[src/rtl/network_interface_pkg.sv]
// Shared NoC packet definitions for the tile network interface.
// The packet is a 16-bit word: payload over source and destination coordinates.
package pa_noc;

  localparam int PACKET_WIDTH  = 16;
  localparam int PAYLOAD_WIDTH = PACKET_WIDTH - 8;
  localparam int PKT_COORD_W   = 2;

  localparam int DEST_COL_LSB = 0;
  localparam int DEST_ROW_LSB = 2;
  localparam int SRC_COL_LSB  = 4;
  localparam int SRC_ROW_LSB  = 6;
  localparam int PAYLOAD_LSB  = 8;

  typedef struct packed {
    logic [PAYLOAD_WIDTH-1:0] payload;
    logic [PKT_COORD_W-1:0]   srcRow;
    logic [PKT_COORD_W-1:0]   srcCol;
    logic [PKT_COORD_W-1:0]   destRow;
    logic [PKT_COORD_W-1:0]   destCol;
  } noc_packet_t;

  typedef enum logic {
    TX_EMPTY = 1'b0,
    TX_HOLD  = 1'b1
  } tx_state_e;

  function automatic logic [PACKET_WIDTH-1:0] build_packet(
    input logic [PAYLOAD_WIDTH-1:0] payload,
    input logic [PKT_COORD_W-1:0]   src_row,
    input logic [PKT_COORD_W-1:0]   src_col,
    input logic [PKT_COORD_W-1:0]   dest_row,
    input logic [PKT_COORD_W-1:0]   dest_col
  );
    logic [PACKET_WIDTH-1:0] pkt;
    pkt = '0;
    pkt[PAYLOAD_LSB  +: PAYLOAD_WIDTH] = payload;
    pkt[SRC_ROW_LSB  +: PKT_COORD_W]   = src_row;
    pkt[SRC_COL_LSB  +: PKT_COORD_W]   = src_col;
    pkt[DEST_ROW_LSB +: PKT_COORD_W]   = dest_row;
    pkt[DEST_COL_LSB +: PKT_COORD_W]   = dest_col;
    return pkt;
  endfunction

endpackage

[src/rtl/network_interface_fifo.sv]
// First-word-fall-through FIFO used as the NI receive buffer.
// Carries no occupancy flags; the owner tracks fill level and gates wr/rd.
module synchronousFifo #(
  parameter int DATA_W = 16,
  parameter int ADDR_W = 2
) (
  input  logic              clk_i,
  input  logic              rst_ni,
  input  logic              wr_en_i,
  input  logic [DATA_W-1:0] wr_data_i,
  input  logic              rd_en_i,
  output logic [DATA_W-1:0] rd_data_o
);

  logic [DATA_W-1:0] mem_q [2**ADDR_W];
  logic [ADDR_W-1:0] wr_ptr_q;
  logic [ADDR_W-1:0] rd_ptr_q;

  always_ff @(posedge clk_i or negedge rst_ni) begin
    if (!rst_ni) begin
      wr_ptr_q <= '0;
      rd_ptr_q <= '0;
    end else begin
      if (wr_en_i) wr_ptr_q <= wr_ptr_q + 1'b1;
      if (rd_en_i) rd_ptr_q <= rd_ptr_q + 1'b1;
    end
  end

  // Storage is not reset; the owner never presents a slot it has not written.
  always_ff @(posedge clk_i) begin
    if (wr_en_i) mem_q[wr_ptr_q] <= wr_data_i;
  end

  assign rd_data_o = mem_q[rd_ptr_q];

endmodule

[src/rtl/network_interface.sv]
// Tile-side NoC endpoint: TX holding register into the router NI FIFO, RX buffer out to the core.
// Define NI_RX_DEST_CHECK_EN to drop (and flag) ejected packets addressed to another tile.
module network_interface
  import pa_noc::*;
#(
  parameter int GRID_WIDTH = 4,
  parameter int RX_ADDR_W  = 2,
  parameter int ROUTER_ROW = 0,
  parameter int ROUTER_COL = 0,
  localparam int COORD_W   = $clog2(GRID_WIDTH)
) (
  input  logic                     i_clk,
  input  logic                     i_arst_n,
  input  logic                     i_txValid,
  output logic                     o_txReady,
  input  logic [COORD_W-1:0]       i_txDestRow,
  input  logic [COORD_W-1:0]       i_txDestCol,
  input  logic [PAYLOAD_WIDTH-1:0] i_txPayload,
  output logic [PACKET_WIDTH-1:0]  o_router,
  output logic                     o_routerValid,
  input  logic                     i_routerReady,
  input  logic [PACKET_WIDTH-1:0]  i_router,
  input  logic                     i_routerValid,
  output logic                     o_routerReady,
  output logic                     o_rxValid,
  input  logic                     i_rxReady,
  output logic [PAYLOAD_WIDTH-1:0] o_rxPayload,
  output logic [COORD_W-1:0]       o_rxSrcRow,
  output logic [COORD_W-1:0]       o_rxSrcCol,
  output logic                     o_rxOverflow,
  output logic                     o_rxMisroute
);

  // TX state | meaning
  // EMPTY    | no packet held, core may hand one over
  // HOLD     | packet held, sent on the first cycle the router is ready
  localparam logic [PKT_COORD_W-1:0] MY_ROW = PKT_COORD_W'(ROUTER_ROW);
  localparam logic [PKT_COORD_W-1:0] MY_COL = PKT_COORD_W'(ROUTER_COL);
  localparam logic [RX_ADDR_W:0]     DEPTH_CNT = {1'b1, {RX_ADDR_W{1'b0}}};

  tx_state_e               tx_state_q;
  logic [PACKET_WIDTH-1:0] tx_pkt_q;
  logic [PACKET_WIDTH-1:0] tx_pkt_d;
  logic                    tx_send;

  assign tx_send  = (tx_state_q == TX_HOLD) && i_routerReady;
  assign tx_pkt_d = build_packet(i_txPayload, MY_ROW, MY_COL, i_txDestRow, i_txDestCol);

  always_ff @(posedge i_clk or negedge i_arst_n) begin
    if (!i_arst_n) begin
      tx_state_q <= TX_EMPTY;
      tx_pkt_q   <= '0;
    end else begin
      case (tx_state_q)
        TX_EMPTY: begin
          if (i_txValid) begin
            tx_pkt_q   <= tx_pkt_d;
            tx_state_q <= TX_HOLD;
          end
        end
        TX_HOLD: begin
          if (tx_send) begin
            if (i_txValid) tx_pkt_q   <= tx_pkt_d;
            else           tx_state_q <= TX_EMPTY;
          end
        end
        default: tx_state_q <= TX_EMPTY;
      endcase
    end
  end

  // The router FIFO writes on valid alone, so valid is qualified by its ready.
  assign o_txReady     = (tx_state_q == TX_EMPTY) || tx_send;
  assign o_routerValid = tx_send;
  assign o_router      = tx_send ? tx_pkt_q : '0;

  logic [RX_ADDR_W:0]      rx_count_q;
  logic [RX_ADDR_W:0]      rx_count_d;
  logic [RX_ADDR_W:0]      rx_inflight;
  logic                    rx_overflow_q;
  logic                    rx_misroute;
  logic                    rx_push_req;
  logic                    rx_push;
  logic                    rx_pop;
  logic                    rx_full;
  logic [PACKET_WIDTH-1:0] rx_head_raw;
  noc_packet_t             rx_head;
  logic                    unused_head_dest;

`ifdef NI_RX_DEST_CHECK_EN
  noc_packet_t rx_in;
  logic        rx_misroute_q;

  assign rx_in       = noc_packet_t'(i_router);
  assign rx_misroute = i_routerValid && ((rx_in.destRow != MY_ROW) || (rx_in.destCol != MY_COL));

  always_ff @(posedge i_clk or negedge i_arst_n) begin
    if (!i_arst_n) rx_misroute_q <= 1'b0;
    else if (rx_misroute) rx_misroute_q <= 1'b1;
  end

  assign o_rxMisroute = rx_misroute_q;
`else
  assign rx_misroute  = 1'b0;
  assign o_rxMisroute = 1'b0;
`endif

  assign rx_push_req = i_routerValid && !rx_misroute;
  assign o_rxValid   = (rx_count_q != '0);
  assign rx_pop      = o_rxValid && i_rxReady;
  assign rx_full     = (rx_count_q == DEPTH_CNT);
  // A pop frees the head slot in the same cycle, so a full buffer can still take a push.
  assign rx_push     = rx_push_req && (!rx_full || rx_pop);

  // Counts a strobe already on the wire, since the router saw ready one cycle earlier.
  assign rx_inflight   = rx_count_q + {{RX_ADDR_W{1'b0}}, i_routerValid};
  assign o_routerReady = (rx_inflight < DEPTH_CNT);

  always_comb begin
    rx_count_d = rx_count_q;
    case ({rx_push, rx_pop})
      2'b10:   rx_count_d = rx_count_q + 1'b1;
      2'b01:   rx_count_d = rx_count_q - 1'b1;
      default: rx_count_d = rx_count_q;
    endcase
  end

  always_ff @(posedge i_clk or negedge i_arst_n) begin
    if (!i_arst_n) begin
      rx_count_q    <= '0;
      rx_overflow_q <= 1'b0;
    end else begin
      rx_count_q <= rx_count_d;
      if (rx_push_req && rx_full && !rx_pop) rx_overflow_q <= 1'b1;
    end
  end

  assign o_rxOverflow = rx_overflow_q;

  synchronousFifo #(
    .DATA_W (PACKET_WIDTH),
    .ADDR_W (RX_ADDR_W)
  ) u_rx_fifo (
    .clk_i     (i_clk),
    .rst_ni    (i_arst_n),
    .wr_en_i   (rx_push),
    .wr_data_i (i_router),
    .rd_en_i   (rx_pop),
    .rd_data_o (rx_head_raw)
  );

  assign rx_head          = noc_packet_t'(rx_head_raw);
  assign unused_head_dest = ^{rx_head.destRow, rx_head.destCol};

  assign o_rxPayload = o_rxValid ? rx_head.payload : '0;
  assign o_rxSrcRow  = o_rxValid ? rx_head.srcRow  : '0;
  assign o_rxSrcCol  = o_rxValid ? rx_head.srcCol  : '0;

endmodule

[config.mk]
export PLATFORM = sky130hd
export DESIGN_NAME = network_interface
export DESIGN_NICKNAME = d
export VERILOG_FILES = /design/src/rtl/network_interface_pkg.sv /design/src/rtl/network_interface_fifo.sv /design/src/rtl/network_interface.sv
export SDC_FILE = /design/constraint.sdc
export NUM_CORES = 1
export LEC_CHECK = 0
export ABC_AREA = 1
export BUFFER_PORTS_ARGS = -buffer_cell sky130_fd_sc_hd__buf_2
export CORE_MARGIN = 2
export CORE_UTILIZATION = 40
export DETAILED_ROUTE_END_ITERATION = 8
export HOLD_SLACK_MARGIN = 0.05
export SLEW_MARGIN = 10
export SYNTH_ARGS = -nofsm -noshare
export SYNTH_HDL_FRONTEND = slang
export SYNTH_SLANG_ARGS = --single-unit
[constraint.sdc]
create_clock -name i_clk -period 2.55 [get_ports i_clk]
set_clock_uncertainty 0.2 [all_clocks]
set_input_delay 0.255 -clock i_clk [delete_from_list [all_inputs] [get_ports i_clk]]
set_output_delay 0.255 -clock i_clk [all_outputs]
set_load 0.1 [all_outputs]
==> results.sh, run 1 <==
export IMPL_status="finished, final reports clean"
export IMPL_synth_top_area_cell="edfxtp_1"
export IMPL_clock_latency_ns=0.34
export IMPL_r2r_end="rx_count_q[2]$_DFFE_PN0P_"
export IMPL_setup_worst_path_end_class="primary output"
export IMPL_ys_seq_area_share_pct=65.4
export IMPL_crit_fanout=12
export IMPL_setup_tns_ns=0
export IMPL_io_buffers=58
export IMPL_min_path_type="in2reg"
export IMPL_synth_seq_cells=69
export IMPL_r2r_cells=9
export IMPL_dpl_hpwl_mm=3.71
export IMPL_htreeDepth=3
export IMPL_cp_start_kind="register"
export IMPL_drive_gt1_share_pct=24.5
export IMPL_setup_viol=0
export IMPL_wire_per_inst_um=12.4
export IMPL_postCtsSetupRepairBufs=0
export IMPL_dr_pass1_iters=4
export IMPL_worstMarginPinSlew_ns=0.709
export IMPL_antenna_found_initial=0
export IMPL_synth_area_leaders="edfxtp_1 (48%), dfrtp_1 (17%), nor2_1 (9.9%)"
export IMPL_drt_first_iter_violations=170
export IMPL_cts_tree="done"
export IMPL_hold_viol_final=0
export IMPL_final_cell_mix="nor2_1 (79), edfxtp_1 (48), buf_2 (46)"
export IMPL_synth_top_cell_area_share_pct=48.0
export IMPL_dpl_cell_area_mm2=0.00357
export IMPL_regToRegStartpoint="rx_count_q[2]$_DFFE_PN0P_"
export IMPL_max_slew_margin_pct=52.6
export IMPL_post_synth_cell_area_avg_um2=10.7
export IMPL_clock_sinks=69
export IMPL_nets=410
export IMPL_root_buffer="clkbuf_8"
export IMPL_fmax_ghz=0.420
export IMPL_gr_usage_all_layers_pct=15.2
export IMPL_grt_max_degree=26
export IMPL_grt_overflow=0
export IMPL_endpoint="o_rxPayload[7]"
export IMPL_cts_inserted_buffers=9
export IMPL_startpoint="u_rx_fifo.rd_ptr_q[1]$_DFFE_PN0N_"
export IMPL_grt_pass1_wl_mm=9.53
export IMPL_rrSetupSlack_ns=0.72
export IMPL_final_common_cell="nor2_1"
export IMPL_ant_nets=0
export IMPL_drc=0
export IMPL_die_y_um=90.7
export IMPL_insertedDiodeCount=0
export IMPL_clk_pin_slew_ns=0.07
export IMPL_ys_warn_count=0
export IMPL_grt_setup_unrepaired="no"
export IMPL_via_per_inst=4.57
export IMPL_syn2layout_area_growth_pct=33.2
export IMPL_vias=2173
export IMPL_fin_crit_ns=2.38
export IMPL_start_util_pct=41.4
export IMPL_io_pins=68
export IMPL_path_class="reg2out"
export IMPL_grt_pass1_vias=2106
export IMPL_syn_inst=280
export IMPL_die_width_um=90.7
export IMPL_core_mm2=0.00725
export IMPL_worst_slack_ns=0.170
export IMPL_num_rows=31
export IMPL_drv_slew=0
export IMPL_place_ws_ns=0.539
export IMPL_crit_required_ns=2.10
export IMPL_maxCapViolations=0
export IMPL_crit_arrival_ns=1.93
export IMPL_netlist_area_mm2=0.00301
export IMPL_min_period_over_period_pct=93.3
export IMPL_clk_path_buf_depth=2
export IMPL_postLayoutCoreUtil_pct=55.2
export IMPL_final_cell_area_mm2=0.00400
export IMPL_gp_congestion=0.844
export IMPL_routed_wl_mm=5.87
export IMPL_design_die_area_mm2=0.00822
export IMPL_synth_cell_types=27
-- cells in the mapped netlist --
cell type,n
conb_1,1
buf_4,9
nor2_4,1
inv_2,3
nand2_4,3
nand2_2,1
dfrtp_1,21
inv_4,1
a21oi_1,26
fa_1,1
o21bai_1,1
nand3_4,1
ha_1,4
nand4_1,2
inv_1,27
nor2_2,1
clkbuf_2,2
clkbuf_1,1
nand2_1,10
nand3_2,1
o21ai_0,14
buf_2,4
xor2_1,4
nor2_1,79
edfxtp_1,48
nand3_1,3
o21ai_1,11
-- metal layers --
metal	GRT usage, %	wire length [um]
met5	0	0
met4	9.23	126
met3	3.42	280
met2	25.6	2910
met1	17.8	2550
-- per-stage QoR --
| stage | cells | hold slack [ns] |
|---|---|---|
| global placement | 432 | 0.0451 |
| detailed placement | 432 | 0.0407 |
| floorplan | 284 | -0.241 |
| finish | 475 | 0.0741 |
| CTS | 475 | 0.0585 |
| global route | 475 | 0.0882 |
-- final cells by class --
cell class	instances	area [um2]
clock buffers	10	128
well taps	99	124
flip-flops and latches	69	1970
clock inverters	6	40.0
inverters	31	119
repair buffers	92	793
multi-input cells	168	833
fillers	652	3250
-- state kept, by name, summed over array words and instances (netlist names) --
name and count:
u_rx_fifo.rd_ptr_q 2, rx_count_q 3, tx_state_q 1, o_rxOverflow 1, u_rx_fifo.mem_q 48, tx_pkt_q 12
u_rx_fifo.wr_ptr_q 2
-- worst min-delay path by stage --
stage,depth (start not counted),from,endpoint,slack (ns)
after global routing,3,i_routerValid,o_rxOverflow$_DFFE_PN0P_,0.09
final,3,i_rxReady,u_rx_fifo.rd_ptr_q[0]$_DFFE_PN0N_,0.07
after global placement,1,i_arst_n,tx_pkt_q[10]$_DFFE_PN0P_,0.05
after detailed placement,1,i_arst_n,tx_pkt_q[10]$_DFFE_PN0P_,0.04
after floorplan,0,i_arst_n,o_rxOverflow$_DFFE_PN0P_,-0.24
after CTS,3,i_rxReady,u_rx_fifo.rd_ptr_q[0]$_DFFE_PN0N_,0.06
-- critical path: stages, from the launching register on --
cell     delay (ns)
dfrtp_1        0.61
inv_2          0.22
nor2_1         0.14
o21ai_1        0.07
a21oi_1        0.32
buf_12         0.23
-- what timing repair did --
action,4_1_cts,5_1_grt
gates resized for setup,0,0
hold endpoints to repair,82,0
hold buffers,27,0
-- cells by family after synthesis --
logic type,share of synthesized area [%]
xor+xnor,1.17
fa+ha+maj,2.33
flops,65.4
simple gates,14.9
compound gates,8.74
other cells,0.125
buf+inv,7.33
Power of run 1 is not shown: default switching activity piles up to over one toggle a cycle in this logic, so the estimate is an artifact.
==> run 2: changes to the inputs <==
--- a/config.mk
+++ b/config.mk
@@ -5,7 +5,6 @@
 export SDC_FILE = /design/constraint.sdc
 export NUM_CORES = 1
 export LEC_CHECK = 0
-export ABC_AREA = 1
 export BUFFER_PORTS_ARGS = -buffer_cell sky130_fd_sc_hd__buf_2
 export CORE_MARGIN = 2
 export CORE_UTILIZATION = 40
==> run 2 against run 1 <==
Against the previous run:
- sequential cell count unchanged
- area after synthesis grew 0.21%
- global-route usage shrank 0.77 points
- non-clock buffer count rose by 2
- critical endpoint is now o_rxPayload[5]
- highest routed layer unchanged
==> results.sh, run 2 <==
export IMPL_drv_slew=0
export IMPL_synth_top_cell_area_share_pct=47.9
export IMPL_vias=1782
export IMPL_min_period_over_period_pct=94.7
export IMPL_via_per_inst=4.69
export IMPL_path_class="reg2out"
export IMPL_gp_congestion=0.765
export IMPL_grt_overflow=0
export IMPL_die_width_um=90.8
export IMPL_grt_setup_unrepaired="no"
export IMPL_reg_top3="u_rx_fifo.mem_q: 48 flops, tx_pkt_q: 12 flops, rx_count_q: 3 flops"
export IMPL_wl_met1_mm=2.28
export IMPL_final_cell_mix="buf_2 (58), edfxtp_1 (48), dlygate4sd3_1 (26)"
export IMPL_dr_wl_met3_um=317
export IMPL_min_path_type="in2reg"
export IMPL_postCtsSetupRepairBufs=0
export IMPL_num_rows=31
export IMPL_setup_worst_path_end_class="primary output"
export IMPL_timing_critical_path_cells="buf_4 -> mux4_1 -> and2_1 -> buf_2"
export IMPL_insertedDiodeCount=0
export IMPL_drc=0
export IMPL_yosysMostFrequentCell="edfxtp_1"
export IMPL_synth_cell_types=39
export IMPL_grt_max_degree=22
export IMPL_clock_latency_ns=0.34
export IMPL_grt_pass1_wl_mm=9.02
export IMPL_wl_met2_mm=2.95
export IMPL_design_die_area_mm2=0.00824
export IMPL_crit_required_ns=2.10
export IMPL_gr_usage_all_layers_pct=14.5
export IMPL_cp_start_kind="register"
export IMPL_die_y_um=90.8
export IMPL_grt_pass1_vias=1859
export IMPL_htreeDepth=3
export IMPL_syn_inst=182
export IMPL_critical_path_max_stage_delay_ns=0.54
export IMPL_synth_seq_cells=69
export IMPL_top_layer_used="met4"
export IMPL_io_pins=68
export IMPL_fmax_ghz=0.414
export IMPL_largest_register_ffs=48
export IMPL_crit_fanout=6
export IMPL_async_reset_ff_share_pct=30.4
export IMPL_cp_slowest_cell="mux4_1"
export IMPL_clock_sinks=69
export IMPL_setup_tns_ns=0
export IMPL_worstMarginPinSlew_ns=0.499
export IMPL_ant_nets=0
export IMPL_crit_arrival_ns=1.96
export IMPL_wire_per_inst_um=14.8
export IMPL_core_mm2=0.00725
export IMPL_max_slew_margin_pct=66.7
export IMPL_hold_viol_final=0
export IMPL_drt_first_iter_violations=58
export IMPL_regMostFlops="u_rx_fifo.mem_q"
export IMPL_netlist_area_mm2=0.00301
export IMPL_synth_edff_count=48
export IMPL_post_synth_cell_area_avg_um2=16.5
export IMPL_yosys_most_used_dff="edfxtp_1"
export IMPL_routed_wl_mm=5.63
export IMPL_dr_pass1_iters=4
export IMPL_dpl_hpwl_mm=3.57
export IMPL_synth_area_leaders="edfxtp_1 (48%), dfrtp_1 (17%), mux4_2 (6.0%)"
export IMPL_drive_gt1_share_pct=37.0
export IMPL_setup_viol=0
export IMPL_cts_inserted_buffers=9
export IMPL_fin_crit_ns=2.41
export IMPL_syn2layout_area_growth_pct=27.2
export IMPL_synth_top_area_cell="edfxtp_1"
export IMPL_status="finished, final reports clean"
export IMPL_maxCapViolations=0
export IMPL_clk_pin_slew_ns=0.06
export IMPL_synthTopCellsByCount="edfxtp_1 (48), dfrtp_1 (21), and2_1 (17), and3_1 (13), mux2_2 (12)"
export IMPL_ys_warn_count=0
export IMPL_final_common_cell="buf_2"
export IMPL_io_buffers=58
export IMPL_cts_tree="done"
export IMPL_start_util_pct=41.5
export IMPL_nets=315
export IMPL_antenna_found_initial=0
export IMPL_root_buffer="clkbuf_8"
export IMPL_clk_path_buf_depth=2
export IMPL_ys_seq_area_share_pct=65.3
[run 2: cell types whose count changed after synthesis, moves of 13 or more]
cell,change
a21oi_1,-26
and2_1,+17
and3_1,+13
inv_1,-21
nor2_1,-77
o21ai_0,-13
[run 2: kinds of logic (layout without fill, tap and decap cells)]
kind of cell | after synthesis | after routing | share of synthesized area [%]
AO/OA/AOI/OAI | 11 | 11 | 2.87
XOR/XNOR | 6 | 6 | 1.74
adder cells (fa/ha/maj) | 5 | 5 | 2.33
buffers and inverters | 21 | 116 | 4.28
flip-flops | 69 | 69 | 65.3
multiplexers | 25 | 25 | 14.3
other | 1 | 5 | 0.125
AND/OR/NAND/NOR | 44 | 44 | 9.02
[run 2: per-layer routing]
metal  global-route usage (%)  vias to the layer above
met5                        0                        -
li1                         -                      857
met1                     16.3                      857
met3                     5.26                        9
met2                     25.0                       59
met4                     5.68                        0
[run 2: area by class of cell]
cell class | instances | area, um2
repair buffers | 94 | 626
fillers | 604 | 3420
clock buffers | 12 | 135
clock inverters | 4 | 17.5
well taps | 99 | 124
flip-flops and latches | 69 | 1970
inverters | 6 | 22.5
multi-input cells | 96 | 938
[run 2: final timing paths]
kind	start	endpoint	slack (ns)	cells after the start
max	u_rx_fifo.rd_ptr_q[0]$_DFFE_PN0N_	o_rxPayload[5]	0.14	4
min	i_rxReady	u_rx_fifo.rd_ptr_q[1]$_DFFE_PN0N_	0.10	3
max reg2reg	rx_count_q[2]$_DFFE_PN0P_	rx_count_q[2]$_DFFE_PN0P_	0.25	7
min reg2reg	o_rxOverflow$_DFFE_PN0P_	o_rxOverflow$_DFFE_PN0P_	0.26	1
max in group asynchronous	i_arst_n	u_rx_fifo.rd_ptr_q[0]$_DFFE_PN0N_	1.57	2
min in group asynchronous	i_arst_n	tx_pkt_q[11]$_DFFE_PN0P_	0.21	2
[run 2: through the flow]
| stage | util (%) | hold slack (ns) | area (um2) | instances | setup slack [ns] |
|---|---|---|---|---|---|
| 3_5_place_dp | 47.1 | 0.0533 | 3420 | 338 | 0.252 |
| 5_1_grt | 52.8 | 0.104 | 3830 | 380 | 0.0350 |
| 4_1_cts | 52.8 | 0.0823 | 3830 | 380 | 0.00436 |
| 6_report | 52.8 | 0.104 | 3830 | 380 | 0.135 |
| 3_3_place_gp | 47.1 | 0.0493 | 3420 | 338 | 0.284 |
| 2_1_floorplan | - | -0.241 | 3030 | 186 | 0.151 |
[run 2: worst max-delay path: cells and delay by family (launching register included)]
family        cells  cell delay, ns
buf+inv           2            0.47
mux               1            0.54
flops             1            0.45
simple gates      1            0.16
[run 2: repair_timing]
action,CTS,global route
resized for setup,0,1
endpoints found under the hold margin,82,0
hold buffers,26,0
endpoints found under the setup margin,0,9
Power of run 2 is left out for the same reason.
==> run 3: changes to the inputs <==
--- a/config.mk
+++ b/config.mk
@@ -5,11 +5,13 @@
 export SDC_FILE = /design/constraint.sdc
 export NUM_CORES = 1
 export LEC_CHECK = 0
+export ABC_AREA = 1
 export BUFFER_PORTS_ARGS = -buffer_cell sky130_fd_sc_hd__buf_2
 export CORE_MARGIN = 2
 export CORE_UTILIZATION = 40
 export DETAILED_ROUTE_END_ITERATION = 8
 export HOLD_SLACK_MARGIN = 0.05
+export PLACE_DENSITY = 0.61
 export SLEW_MARGIN = 10
 export SYNTH_ARGS = -nofsm -noshare
 export SYNTH_HDL_FRONTEND = slang
==> run 3 against run 2 <==
Against the previous run:
- sequential cell count stayed put
- sequential share of layout area fell by 2.2 points
- highest routed layer unchanged
- cell area is 4.3% higher
- routed wire length is 7.4% higher
==> results.sh, run 3 (same netlist as run 1, synthesis figures left out) <==
export IMPL_status="finished, final reports clean"
export IMPL_crit_fanout=25
export IMPL_grt_max_degree=26
export IMPL_htreeDepth=3
export IMPL_wire_per_inst_um=12.7
export IMPL_die_y_um=90.7
export IMPL_min_period_over_period_pct=92.0
export IMPL_antenna_found_initial=0
export IMPL_clk_path_buf_depth=2
export IMPL_worst_hold_slack_ns=0.0700
export IMPL_num_rows=31
export IMPL_core_mm2=0.00725
export IMPL_start_util_pct=41.4
export IMPL_wl_met1_mm=2.56
export IMPL_dpl_hpwl_mm=3.72
export IMPL_post_cts_resize_count=0
export IMPL_regMostFlops="u_rx_fifo.mem_q"
export IMPL_timing_critical_path_cells="buf_4 -> inv_4 -> o21ai_0 -> a21oi_1 -> buf_2"
export IMPL_setup_viol=0
export IMPL_clk_pin_slew_ns=0.07
export IMPL_dr_wl_met3_um=267
export IMPL_crit_family="buffers and inverters"
export IMPL_design_die_area_mm2=0.00822
export IMPL_min_path_type="in2reg"
export IMPL_cts_tree="done"
export IMPL_drive_gt1_share_pct=24.2
export IMPL_io_buffers=58
export IMPL_crit_arrival_ns=1.89
export IMPL_grt_setup_unrepaired="no"
export IMPL_gp_congestion=0.829
export IMPL_place_ws_ns=0.541
export IMPL_drv_slew=0
export IMPL_grt_overflow=0
export IMPL_drc=0
export IMPL_drt_first_iter_violations=120
export IMPL_ant_nets=0
export IMPL_syn2layout_area_growth_pct=33.0
export IMPL_crit_required_ns=2.10
export IMPL_grt_pass1_wl_mm=10.2
export IMPL_top_layer_used="met4"
export IMPL_maxCapViolations=0
export IMPL_critical_path_max_stage_delay_ns=0.44
export IMPL_worst_slack_ns=0.203
export IMPL_max_slew_margin_pct=52.6
export IMPL_gr_usage_all_layers_pct=16.1
export IMPL_root_buffer="clkbuf_8"
export IMPL_clock_sinks=69
export IMPL_setup_worst_path_end_class="primary output"
export IMPL_largest_register_ffs=48
export IMPL_vias=2155
export IMPL_clock_latency_ns=0.34
export IMPL_cp_slowest_cell="buf_2"
export IMPL_reg_top3="u_rx_fifo.mem_q: 48 flops, tx_pkt_q: 12 flops, rx_count_q: 3 flops"
export IMPL_hold_viol_final=0
export IMPL_worstMarginPinSlew_ns=0.709
export IMPL_path_class="reg2out"
export IMPL_fmax_ghz=0.426
export IMPL_insertedDiodeCount=0
export IMPL_nets=410
export IMPL_cts_inserted_buffers=9
export IMPL_io_pins=68
export IMPL_dr_pass1_iters=4
export IMPL_wl_met2_mm=3.08
export IMPL_critPathBufInv=3
export IMPL_fin_crit_ns=2.35
export IMPL_final_cell_mix="nor2_1 (79), buf_2 (48), edfxtp_1 (48)"
export IMPL_cp_start_kind="register"
export IMPL_final_common_cell="nor2_1"
export IMPL_routed_wl_mm=6.05
export IMPL_die_width_um=90.7
export IMPL_grt_pass1_vias=2190
export IMPL_via_per_inst=4.54
-- run 3: worst reg2reg max path: stages, from the launching register on --
cell and delay [ns]:
dfrtp_1 0.43, inv_2 0.08, nand2_4 0.12, nand3_2 0.13, fa_1 0.44, nand4_1 0.13, nand3_1 0.09, nand2_1 0.07
inv_1 0.04
-- run 3: per-layer routing --
metal  track usage (%)  up-vias
met2              27.4       58
met5                 0        -
met1              19.0      998
met4              9.10        0
li1                  -     1088
met3              3.42       11
-- run 3: area by class of cell --
class	count	area (um2)
Timing Repair Buffer	92	763
Clock buffer	10	128
Fill cell	638	3260
Tap cell	99	124
Clock inverter	6	62.6
Inverter	31	119
Multi-Input combinational cell	168	833
Sequential cell	69	1970
-- run 3: final timing paths --
check	start	to	slack, ns	cells after the start
setup / recovery	u_rx_fifo.rd_ptr_q[0]$_DFFE_PN0N_	o_rxPayload[2]	0.20	5
hold / removal	i_rxReady	u_rx_fifo.rd_ptr_q[0]$_DFFE_PN0N_	0.07	3
setup reg to reg	rx_count_q[2]$_DFFE_PN0P_	rx_count_q[2]$_DFFE_PN0P_	0.72	8
hold reg to reg	o_rxOverflow$_DFFE_PN0P_	o_rxOverflow$_DFFE_PN0P_	0.27	1
max in group asynchronous	i_arst_n	u_rx_fifo.rd_ptr_q[0]$_DFFE_PN0N_	1.62	2
min in group asynchronous	i_arst_n	u_rx_fifo.wr_ptr_q[1]$_DFFE_PN0P_	0.20	2
-- run 3: metrics by stage --
step | area [um2] | utilization [%] | TNS, ns | instances
floorplan | 3020 | - | -4.05 | 284
CTS | 4000 | 55.1 | 0 | 475
global placement | 3540 | 48.7 | 0 | 432
detailed placement | 3540 | 48.7 | 0 | 432
finish | 4000 | 55.1 | 0 | 475
global route | 4000 | 55.1 | 0 | 475
-- run 3: timing repair --
item,CTS,global route
setup buffers,0,0
endpoints found under the hold margin,82,0
hold buffers,27,0
Power of run 3 is left out for the same reason.
